--- src/rtl/rr_arbiter_16.sv ---
// 16-requester round-robin arbiter with grant hold and timeout.
// grant_idx/grant_valid feed a 4-to-16 decoder (binary_in/enable), whose output
// is the one-hot grant for the shared resource. All outputs come straight from flops.
// The owner's release pulse is the port "rel"; "release" is a reserved word in SystemVerilog.
module rr_arbiter_16 #(
   parameter int unsigned MAX_HOLD = 255,
   parameter int unsigned CNT_W    = 8
) (
   input  logic        clk,
   input  logic        rst_n,
   input  logic        arb_en,
   input  logic [15:0] req,
   input  logic        rel,
   output logic [3:0]  grant_idx,
   output logic        grant_valid,
   output logic        timeout
);

   typedef enum logic [0:0] {StIdle, StGrant} state_e;

   localparam logic [CNT_W-1:0] HoldLast = CNT_W'(MAX_HOLD - 1);
   localparam logic [CNT_W-1:0] HoldMax  = CNT_W'(MAX_HOLD);

   state_e           state_q, state_d;
   logic [3:0]       grant_idx_q, grant_idx_d;
   logic [3:0]       ptr_q, ptr_d;
   logic [CNT_W-1:0] cnt_q, cnt_d;
   logic             timeout_q, timeout_d;
   logic [3:0]       winner;
   logic             win_found;
   logic             owner_drop;
   logic             expired;

   // Rotating-priority search: first set request at or above ptr, wrapping 15 -> 0.
   always_comb begin
      winner    = ptr_q;
      win_found = 1'b0;
      for (int k = 0; k < 16; k++) begin
         if (!win_found && req[ptr_q + 4'(k)]) begin
            winner    = ptr_q + 4'(k);
            win_found = 1'b1;
         end
      end
   end

   // Exit causes for a held grant; release/drop outrank expiry for the timeout flag.
   always_comb begin
      owner_drop = rel | ~req[grant_idx_q];
      expired    = (cnt_q == HoldLast);
   end

   // Next-state and registered-output logic.
   always_comb begin
      state_d     = state_q;
      grant_idx_d = grant_idx_q;
      ptr_d       = ptr_q;
      cnt_d       = cnt_q;
      timeout_d   = 1'b0;
      unique case (state_q)
         StIdle: begin
            if (arb_en && win_found) begin
               state_d     = StGrant;
               grant_idx_d = winner;
               cnt_d       = '0;
            end
         end
         StGrant: begin
            if (owner_drop || expired) begin
               // Owner drops to lowest priority; grant_idx keeps its last value.
               state_d   = StIdle;
               ptr_d     = grant_idx_q + 4'd1;
               timeout_d = expired & ~owner_drop;
            end else if (cnt_q != HoldMax) begin
               cnt_d = cnt_q + 1'b1;
            end
         end
         default: state_d = StIdle;
      endcase
   end

   // State register with asynchronous active-low reset.
   always_ff @(posedge clk or negedge rst_n) begin
      if (!rst_n) begin
         state_q     <= StIdle;
         grant_idx_q <= 4'd0;
         ptr_q       <= 4'd0;
         cnt_q       <= '0;
         timeout_q   <= 1'b0;
      end else begin
         state_q     <= state_d;
         grant_idx_q <= grant_idx_d;
         ptr_q       <= ptr_d;
         cnt_q       <= cnt_d;
         timeout_q   <= timeout_d;
      end
   end

   assign grant_idx   = grant_idx_q;
   assign grant_valid = (state_q == StGrant);
   assign timeout     = timeout_q;

endmodule

--- config.mk ---
export PLATFORM = sky130hd
export DESIGN_NAME = rr_arbiter_16
export DESIGN_NICKNAME = d
export VERILOG_FILES = /design/src/rtl/rr_arbiter_16.sv
export SDC_FILE = /design/constraint.sdc
export NUM_CORES = 1
export LEC_CHECK = 0
export BUFFER_PORTS_ARGS = -buffer_cell sky130_fd_sc_hd__buf_2
export CORE_MARGIN = 2
export CORE_UTILIZATION = 57
export CTS_BUF_LIST = sky130_fd_sc_hd__clkbuf_8
export CTS_CLUSTER_SIZE = 10
export DETAILED_ROUTE_END_ITERATION = 10
export PLACE_DENSITY = 0.84
export SYNTH_ARGS = -nofsm -noshare
export SYNTH_HDL_FRONTEND = slang
export SYNTH_SLANG_ARGS = --single-unit
--- constraint.sdc ---
create_clock -name clk -period 4.5 [get_ports clk]
set_clock_uncertainty 0.1 [all_clocks]
set_input_delay 0.675 -clock clk [delete_from_list [all_inputs] [get_ports clk]]
set_output_delay 0.675 -clock clk [all_outputs]
set_load 0.05 [all_outputs]
## Yosys cells after proc, flatten, opt, wreduce, memory -nomap -nowiden

Cells that the tools add are included.

| word-level totals | value |
|---|---|
| flip-flop bits (word level) | 18 |
| latch bits | 0 |
| bits in writable memories | 0 |
| ROM bits | 0 |
| input port bits | 20 |
| output and inout bits | 6 |
| word-level logic and storage cells | 158 |
| memories | 0 |

| operators by class | value |
|---|---|
| $add $sub $neg | 17 |
| $mul | 0 |
| div/mod/pow operators | 0 |
| $lt $le $gt $ge | 17 |
| equality and inequality tests | 5 |
| shift operators | 0 |
| mux-type cells | 74 |
| bitwise logic cells | 5 |
| reduce and logical (&&, ||, !) cells | 35 |

Operators by type and width:

| cell | number |
|---|---|
| < comparator 4 x 5 -> 1 bit (second input constant) | 17 |
| binary-select mux 1 bit (select 4 bit) | 17 |
| 2-to-1 mux 4 bit | 15 |
| 2-to-1 mux 1 bit | 37 |
| adder 4 bit (second input constant) | 8 |
| 2-to-1 mux 8 bit | 3 |
| adder 4 x 3 -> 4 bit (second input constant) | 4 |
| logical AND 1 bit | 16 |
| one-hot mux 8 bit (2 select lines) | 1 |
| logical NOT 1 bit | 15 |
| adder 4 x 1 -> 4 bit (second input constant) | 2 |
| adder 4 x 2 -> 4 bit (second input constant) | 2 |
| adder 8 x 1 -> 8 bit (second input constant) | 1 |
| equality test 8 bit (second input constant) | 1 |
| inequality test 8 bit (second input constant) | 1 |
| inequality test 2 bit (second input constant) | 2 |
| AND reduction 2 bit | 2 |
| inverter 1 bit | 3 |
| AND reduction 3 bit | 1 |
| inequality test 2 x 1 -> 1 bit (second input constant) | 1 |
| one-hot mux 1 bit (2 select lines) | 1 |
| bitwise AND 1 bit | 1 |
| logical OR 1 bit | 1 |
| OR 1 bit | 1 |

## Logic depth before layout (Yosys ltp)

Gate-level depths: netlist (run 1).

| depth | value |
|---|---|
| depth after elaboration | 51 |
| depth in mapped cells | 18 |
| gate-level depth less buffers | 11 |

## Worst setup path before layout (run 1)

Ideal clock, no wire load.

| path | value |
|---|---|
| path kind | register -> register |
| from | register ptr_q[1] |
| to | register cnt_q[4] |
| library setup time | 121 ps |
| arrival time | 4103 ps |
| data required time | 4279 ps |
| path slack | 176 ps |
| stages on the path, launching flop included | 18 |
| path buffers | 6 |
| clock period less this slack | 4324 ps |
| cell sequence | dfrtp_1 > clkbuf_1 > clkbuf_1 > inv_1 > ha_1 > buf_4 > mux4_2 > nand4_1 > and4_1 > clkbuf_1 > and4_1 > buf_6 > nand4_2 > o41a_1 > buf_2 > nand4_1 > xor2_1 > nor2_1 |

| on the way | value |
|---|---|
| word-level cells in the longest chain between the ends | 51 |
| elaborated cells between the ends (all ways) | 96 |
| those cells by class | add/sub (15); eq/ne (1); mux (48); reduce/logical (32) |

Ends and longest elaborated chain:

| element | line | text |
|---|---|---|
| from (decl) | 26 | `logic [3:0] ptr_q, ptr_d;` |
| from (signal assigned) | 92 | `ptr_q <= ptr_d;` |
| parallel branches: the longest is 47 deep, another holds adder 4 x 1 -> 4 bit | n/a |  |
| 2-to-1 mux 1 bit (*) | 39 | `if (!win_found && req[ptr_q + 4'(k)]) begin` |
| logical AND 1 bit (*) | 61 | `if (arb_en && win_found) begin` |
| inequality test 2 bit (no source line) (*) | n/a |  |
| AND reduction 3 bit (no source line) (*) | n/a |  |
| to (signal assigned) | 93 | `cnt_q <= cnt_d;` |
| to (decl) | 27 | `logic [CNT_W-1:0] cnt_q, cnt_d;` |

Mark *: on every way between the ends. The select of a mux whose other input is x is not followed.
A chain may end at the register's enable or synchronous reset.

## Final worst setup path (run 1)

| path | value |
|---|---|
| from | register ptr_q[1] |
| to | register grant_idx_q[3] (netlist: grant_idx[3]) |

| on the way | value |
|---|---|
| word-level cells in the longest chain between the ends | 50 |
| elaborated cells between the ends (all ways) | 110 |
| those cells by class | add/sub (15); mux (63); reduce/logical (32) |

Ends and longest elaborated chain:

| element | line | text |
|---|---|---|
| parallel branches: the longest is 50 deep, another holds adder 4 x 1 -> 4 bit | n/a |  |
| to (signal assigned) | 91 | `grant_idx_q <= grant_idx_d;` |
| to (decl) | 25 | `logic [3:0] grant_idx_q, grant_idx_d;` |

Parallel ways; which one is timed is not known. The select of a mux whose other input is x is not followed.

==> out/summary.json, run 1 <==
{
  "setup.worst_path.end_class": {"value": "flop"},
  "rsz0062_at_grt": {"value": "false"},
  "tritoncts": {"value": "done"},
  "area_delta_synth_final": {"value": 8.15, "unit": "%"},
  "post_synth_most_frequent_cells": {"value": "mux4_2 (28), nor2_1 (26), mux2i_1 (21)"},
  "average_cell_area_after_synthesis": {"value": 9.26, "unit": "sq um"},
  "max_cap_violations": {"value": 0},
  "grt_util_met1": {"value": 43.1, "unit": "%"},
  "timing.max_slew.rel_slack": {"value": 45.0, "unit": "%"},
  "rd_place_congestion": {"value": 0.976},
  "fillerInstances": {"value": 451},
  "die_x": {"value": 77.2, "unit": "microns"},
  "dr.first_iter.drc_count": {"value": 427},
  "synth_enable_flop_cells": {"value": 0},
  "routed_wirelength": {"value": 8940, "unit": "microns"},
  "detailed_place_hpwl": {"value": 6970, "unit": "microns"},
  "tightestPinTransition": {"value": 0.825, "unit": "ns"},
  "finalMaxSlewViolations": {"value": 0},
  "viasPerCell": {"value": 7.22},
  "worstPathCellList": {"value": "buf_4 > ha_1 > a21oi_1 > xnor2_1 > mux4_2 > and4_1 > nand4_2 > o311a_1 > o41a_1 > nand4_1 > o221a_1"},
  "post_route_cells_drive_above_1_share": {"value": 24.7, "unit": "%"},
  "grt_pass1_vias": {"value": 2887},
  "fin_crit": {"value": 4.04, "unit": "ns"},
  "drt_first_pass_iters": {"value": 5},
  "yosys-top-cells-area": {"value": "mux4_2 (21%), dfrtp_1 (15%), mux2i_1 (6.9%)"},
  "n_antenna_cell": {"value": 0},
  "postSynth.topFlopCell": {"value": "dfrtp_1"},
  "gr-max-usage-layer": {"value": "met2"},
  "timing.fmax": {"value": 247, "unit": "MHz"},
  "total_routing_usage_reported_by_global_routing": {"value": 30.5, "unit": "%"},
  "timing.critical_path.fanout_max": {"value": 21},
  "global_route_wire_length_before_repair": {"value": 14600, "unit": "microns"},
  "outcome": {"value": "finished clean"},
  "synth_seq_cells": {"value": 18},
  "synthesis.instances": {"value": 330},
  "setup_viol": {"value": 0},
  "postCtsHoldBufs": {"value": 0},
  "core-area": {"value": 5140, "unit": "sq um"},
  "holdCritPathClass": {"value": "in -> async"},
  "crit_path_start_kind": {"value": "flop"},
  "met2_usage": {"value": 46.6, "unit": "%"},
  "route.antenna.remaining_nets": {"value": 0},
  "nNetsFinal": {"value": 383},
  "grt_overflow_total": {"value": 0},
  "post-synth-top-area-cell": {"value": "mux4_2"},
  "floorplan.initialDensity": {"value": 59.5, "unit": "%"},
  "post_synthesis_sequential_area_ratio": {"value": 14.7, "unit": "%"},
  "clk-insertion-delay-late": {"value": 0.26, "unit": "ns"},
  "synthMostInstantiatedCell": {"value": "mux4_2"},
  "critical_path_class": {"value": "reg -> reg"},
  "die-height": {"value": 77.2, "unit": "microns"},
  "setup_tns": {"value": 0, "unit": "ns"},
  "final_min_period_over_clock_period": {"value": 89.9, "unit": "%"},
  "cts-htree-levels": {"value": 1},
  "post_synth_instance_area": {"value": 3060, "unit": "sq um"},
  "cts_resized": {"value": 0},
  "wire_per_inst": {"value": 21.2, "unit": "microns"},
  "largest_net_degree_at_the_start_of_global_routing": {"value": 26},
  "postSynthNetCount": {"value": 360},
  "post-cts-setup-buffers": {"value": 0},
  "design.portCount": {"value": 26},
  "worstPathArrival": {"value": 4.09, "unit": "ns"},
  "yosysUniqueCellTypes": {"value": 63},
  "dr_total_vias": {"value": 3045},
  "gr-usage-met3": {"value": 4.00, "unit": "%"},
  "synth_top_area_share": {"value": 20.6, "unit": "%"},
  "finalHoldViolCount": {"value": 0},
  "yosys_warnings": {"value": 0},
  "grt_antenna_before_repair": {"value": 0},
  "critPathRequiredTime": {"value": 4.55, "unit": "ns"},
  "async_reset_ff_share": {"value": 100, "unit": "%"},
  "clkTransAtPathRegs": {"value": 0.07, "unit": "ns"},
  "detail_route.drc_violations": {"value": 0},
  "die_area": {"value": 5960, "unit": "sq um"},
  "core.rowCount": {"value": 26},
  "cts_buffers": {"value": 3},
  "cts.sink_count": {"value": 18},
  "timing.critical_path.slowest_cell_delay": {"value": 0.67, "unit": "ns"},
  "clk_path_buf_depth": {"value": 2},
  "critical-path-slowest-cell": {"value": "mux4_2"},
  "portBuffers": {"value": 25},
  "ctsRootBufferMaster": {"value": "clkbuf_8"}
}
==> metal layers <==
metal / part of all wire, % / vias up
li1: - / 1358
met1: 40 / 1418
met2: 45 / 222
met3: 9.3 / 47
met4: 5.4 / 0
met5: 0 / -
==> cell families (layout without fill, tap and decap cells) <==
| family | count (synthesis) | in the layout | share of synthesized area, % |
|---|---|---|---|
| AO/OA/AOI/OAI | 80 | 80 | 19.0 |
| buffers and inverters | 35 | 57 | 5.65 |
| adder cells (fa/ha/maj) | 10 | 10 | 4.09 |
| XOR/XNOR | 19 | 19 | 5.69 |
| multiplexers | 61 | 61 | 31.9 |
| AND/OR/NAND/NOR | 107 | 107 | 18.9 |
| flip-flops | 18 | 18 | 14.7 |
==> cells in the final DEF (no fill, tap or decap), drive strengths merged, types with 3 or more instances in the layout <==
cell / netlist / layout
a31oi: 4 / 4
mux2i: 21 / 21
inv: 15 / 15
a21oi: 14 / 14
buf: 12 / 38
a2111oi: 3 / 3
nor2b: 3 / 3
nand4: 13 / 13
a22oi: 4 / 4
nand3: 5 / 5
a211oi: 3 / 3
dfrtp: 18 / 18
nor3b: 5 / 5
xor2: 10 / 10
o21ai: 11 / 11
mux2: 12 / 12
nor2: 26 / 26
a21boi: 5 / 5
nand2b: 4 / 4
clkbuf: 8 / 4
nand2: 19 / 19
ha: 10 / 10
o31ai: 4 / 4
xnor2: 9 / 9
o211ai: 6 / 6
and4: 3 / 3
mux4: 28 / 28
nor3: 10 / 10
a22o: 3 / 3
and3: 9 / 9
==> registers in the layout, summed over array words and instances, names as in the netlist <==
name and cells:
cnt_q 8, grant_valid 1, ptr_q 4, timeout 1, grant_idx 4
==> worst paths after layout <==
kind                       startpoint  slack (ns)           end  cells past startpoint
setup / recovery             ptr_q[1]        0.46  grant_idx[3]                     11
hold / removal                  rst_n        0.24  grant_idx[1]                      1
setup reg to reg             ptr_q[1]        0.46  grant_idx[3]                     11
hold reg to reg              cnt_q[1]        0.43      cnt_q[1]                      2
max in group asynchronous       rst_n        3.77      cnt_q[4]                      1
min in group clk             cnt_q[1]        0.43      cnt_q[1]                      2
==> area by class of cell <==
| cell class | count | area, sq um | share of cell area, % |
|---|---|---|---|
| multi-input combinational | 277 | 2430 | 73.6 |
| sequential | 18 | 450 | 13.6 |
| timing repair buffer | 38 | 223 | 6.74 |
| tap | 70 | 87.6 | 2.65 |
| inverter | 15 | 56.3 | 1.70 |
| clock buffer | 4 | 55.1 | 1.67 |
==> stage by stage <==
stage	instance area (sq um)	utilization [%]	std cells	worst slack (ns)	hold WS (ns)
floorplan	3060	-	330	0.176	0.279
global placement	3250	63.2	418	0.563	0.412
detailed placement	3250	63.2	418	0.527	0.420
CTS	3310	64.3	422	0.501	0.255
global route	3310	64.3	422	0.177	0.273
finish	3310	64.3	422	0.456	0.237
==> worst max-delay path: cells and delay by family (launching register included) <==
kind                     cells  cell delay, ns
XOR/XNOR                     1            0.49
adder cells (fa/ha/maj)      1            0.38
AND/OR/NAND/NOR              3            0.56
flip-flops                   1            0.36
multiplexers                 1            0.67
AO/OA/AOI/OAI                4            1.09
buffers and inverters        1            0.29
Power of run 1 is left out: the tool's default activity adds up to more than one toggle a clock period on the data nets, which glitch-free logic cannot reach.
==> run 2, diff against run 1 <==
--- a/config.mk
+++ b/config.mk
@@ -7,11 +7,10 @@
 export LEC_CHECK = 0
 export BUFFER_PORTS_ARGS = -buffer_cell sky130_fd_sc_hd__buf_2
 export CORE_MARGIN = 2
-export CORE_UTILIZATION = 57
-export CTS_BUF_LIST = sky130_fd_sc_hd__clkbuf_8
+export CORE_UTILIZATION = 56
 export CTS_CLUSTER_SIZE = 10
 export DETAILED_ROUTE_END_ITERATION = 10
-export PLACE_DENSITY = 0.84
+export PLACE_DENSITY = 0.75
 export SYNTH_ARGS = -nofsm -noshare
 export SYNTH_HDL_FRONTEND = slang
 export SYNTH_SLANG_ARGS = --single-unit
==> run 2 against run 1 <==
- cell area shrank 0.42%
- first-iteration DRC count shrank 24%
- flip-flop and latch count is the same
- global-route usage shrank 0.34 points
- via count shrank 0.59%
- register-to-register slack lost 0.09 ns
- cell count shrank 0.47%
==> out/summary.json, run 2 (same netlist as run 1, synthesis figures left out) <==
{
  "nNetsFinal": {"value": 382, "change": "was 383"},
  "post-route-worst-setup-slack": {"value": 0.365, "unit": "ns", "change": "was 0.456 ns"},
  "clk_path_buf_depth": {"value": 2, "change": "unchanged"},
  "core-area": {"value": 5170, "unit": "sq um", "change": "was 5140 sq um"},
  "worstPathArrival": {"value": 4.18, "unit": "ns", "change": "was 4.09 ns"},
  "holdCritPathClass": {"value": "in -> async", "change": "unchanged"},
  "timing.critical_path.slowest_cell_delay": {"value": 0.57, "unit": "ns", "change": "was 0.67 ns"},
  "finalMaxSlewViolations": {"value": 0, "change": "unchanged"},
  "timing.critical_path.fanout_max": {"value": 25, "change": "was 21"},
  "tightestPinTransition": {"value": 0.847, "unit": "ns", "change": "was 0.825 ns"},
  "die_area": {"value": 6070, "unit": "sq um", "change": "was 5960 sq um"},
  "timing.max_slew.rel_slack": {"value": 43.5, "unit": "%", "change": "was 45.0%"},
  "final_cell_count_no_fill": {"value": 420, "change": "was 422"},
  "total_routing_usage_reported_by_global_routing": {"value": 30.2, "unit": "%", "change": "was 30.5%"},
  "ctsRootBufferMaster": {"value": "clkbuf_8", "change": "unchanged"},
  "detail_route.drc_violations": {"value": 0, "change": "unchanged"},
  "grt_overflow_total": {"value": 0, "change": "unchanged"},
  "fillerInstances": {"value": 462, "change": "was 451"},
  "n_antenna_cell": {"value": 0, "change": "unchanged"},
  "number_of_placed_instances_taps_included": {"value": 417, "change": "was 418"},
  "cts.sink_count": {"value": 18, "change": "unchanged"},
  "portBuffers": {"value": 25, "change": "unchanged"},
  "finalHoldViolCount": {"value": 0, "change": "unchanged"},
  "rsz0062_at_grt": {"value": "false", "change": "unchanged"},
  "floorplan.initialDensity": {"value": 59.1, "unit": "%", "change": "was 59.5%"},
  "grt_pass1_vias": {"value": 2754, "change": "was 2887"},
  "setup.worst_path.end_class": {"value": "flop", "change": "unchanged"},
  "dr.first_iter.drc_count": {"value": 326, "change": "was 427"},
  "area_delta_synth_final": {"value": 7.70, "unit": "%", "change": "was 8.15%"},
  "setup_viol": {"value": 0, "change": "unchanged"},
  "design.portCount": {"value": 26, "change": "unchanged"},
  "timing.fmax": {"value": 242, "unit": "MHz", "change": "was 247 MHz"},
  "rd_place_congestion": {"value": 0.984, "change": "was 0.976"},
  "route.antenna.remaining_nets": {"value": 0, "change": "unchanged"},
  "critPathRequiredTime": {"value": 4.54, "unit": "ns", "change": "was 4.55 ns"},
  "setup_tns": {"value": 0, "unit": "ns", "change": "unchanged"},
  "routed_wirelength": {"value": 8810, "unit": "microns", "change": "was 8940 microns"},
  "post-cts-setup-buffers": {"value": 0, "change": "unchanged"},
  "cp-startpoint": {"value": "ptr_q[0]", "change": "was ptr_q[1]"},
  "ff2ff_setup_slack": {"value": 0.37, "unit": "ns", "change": "was 0.46 ns"},
  "final_min_period_over_clock_period": {"value": 91.9, "unit": "%", "change": "was 89.9%"},
  "tritoncts": {"value": "done", "change": "unchanged"},
  "critical_path_class": {"value": "reg -> reg", "change": "unchanged"},
  "layout.cells.most_common": {"value": "mux4_2", "change": "unchanged"},
  "dr_total_vias": {"value": 3027, "change": "was 3045"},
  "drt_first_pass_iters": {"value": 5, "change": "unchanged"},
  "die_x": {"value": 77.9, "unit": "microns", "change": "was 77.2 microns"},
  "cts_buffers": {"value": 3, "change": "unchanged"},
  "flip_flop_count_of_the_largest_register_all_copies_and_words_added": {"value": 8, "change": "unchanged"},
  "die-height": {"value": 77.9, "unit": "microns", "change": "was 77.2 microns"},
  "viasPerCell": {"value": 7.21, "change": "was 7.22"},
  "final_cell_mix": {"value": "mux4_2 (28), nor2_1 (26), buf_2 (25)", "change": "unchanged"},
  "grt_antenna_before_repair": {"value": 0, "change": "unchanged"},
  "place_ws": {"value": 0.333, "unit": "ns", "change": "was 0.527 ns"},
  "wire_per_inst": {"value": 21.0, "unit": "microns", "change": "was 21.2 microns"},
  "outcome": {"value": "finished clean", "change": "unchanged"},
  "clkTransAtPathRegs": {"value": 0.07, "unit": "ns", "change": "about the same"},
  "max_cap_violations": {"value": 0, "change": "unchanged"},
  "largest_net_degree_at_the_start_of_global_routing": {"value": 26, "change": "unchanged"},
  "regToRegStartpoint": {"value": "ptr_q[0]", "change": "was ptr_q[1]"},
  "post_route_cells_drive_above_1_share": {"value": 24.6, "unit": "%", "change": "was 24.7%"},
  "max_flop_register": {"value": "cnt_q", "change": "unchanged"},
  "global_route_wire_length_before_repair": {"value": 14400, "unit": "microns", "change": "was 14600 microns"},
  "crit_path_start_kind": {"value": "flop", "change": "unchanged"},
  "worstPathCellList": {"value": "buf_4 > ha_1 > xor2_1 > nand4_1 > and4_1 > and4_1 > nand4_2 > o311a_1 > o41a_1 > nand4_1 > o221a_1", "change": "was buf_4 > ha_1 > a21oi_1 > xnor2_1 > mux4_2 > and4_1 > nand4_2 > o311a_1 > o41a_1 > nand4_1 > o221a_1"},
  "detailed_place_hpwl": {"value": 6810, "unit": "microns", "change": "was 6970 microns"},
  "cts-htree-levels": {"value": 1, "change": "unchanged"},
  "core.rowCount": {"value": 26, "change": "unchanged"},
  "fin_crit": {"value": 4.13, "unit": "ns", "change": "was 4.04 ns"},
  "critical-path-slowest-cell": {"value": "xor2_1", "change": "was mux4_2"},
  "clk-insertion-delay-late": {"value": 0.26, "unit": "ns", "change": "about the same"}
}
==> run 2: timing repair <==
item                                    in CTS  in global routing
resized for setup                            0                  1
endpoints found under the setup margin       0                  1
hold buffers                                 0                  0
==> run 2: cell type report <==
| cell class | count | area, sq um | share of cell area (%) |
|---|---|---|---|
| clock buffer | 3 | 41.3 | 1.25 |
| sequential | 18 | 450 | 13.7 |
| timing repair buffer | 37 | 215 | 6.54 |
| multi-input combinational | 277 | 2440 | 74.2 |
| inverter | 15 | 56.3 | 1.71 |
| tap | 70 | 87.6 | 2.66 |
==> run 2: path summary, 6_finish.rpt <==
kind | to | cells past startpoint
max in group asynchronous | grant_idx[3] | 1
hold reg to reg | cnt_q[4] | 2
setup / recovery | grant_idx[3] | 11
setup reg to reg | grant_idx[3] | 11
hold / removal | grant_idx[0] | 1
min in group clk | cnt_q[4] | 2
==> run 2: worst max-delay path, delay by kind of cell (launching register included) <==
family	cells	cell delay, ns
AOI/OAI and AO/OA	3	1.00
xor gates and xnor gates	1	0.57
adders and majority gates	1	0.37
buffers and inverters	1	0.35
DFF	1	0.34
and+or+nand+nor	5	1.28
==> run 2: metrics by stage <==
step,utilization [%],area [sq um],hold WS (ns)
after global placement,62.7,3240,0.418
after CTS,63.5,3280,0.256
after floorplan,-,3060,0.279
after global routing,63.6,3290,0.272
after detailed placement,62.7,3240,0.431
final,63.6,3290,0.248
==> run 2: per-layer routing <==
layer  wire length, microns  global-route usage [%]  vias to the layer above
li1                       -                       -                     1358
met1                   3800                    44.5                     1463
met2                   3970                    45.8                      187
met3                    831                    5.47                       19
met4                    197                    7.50                        0
met5                      0                       0                        -
Power of run 2 is left out for the same reason.
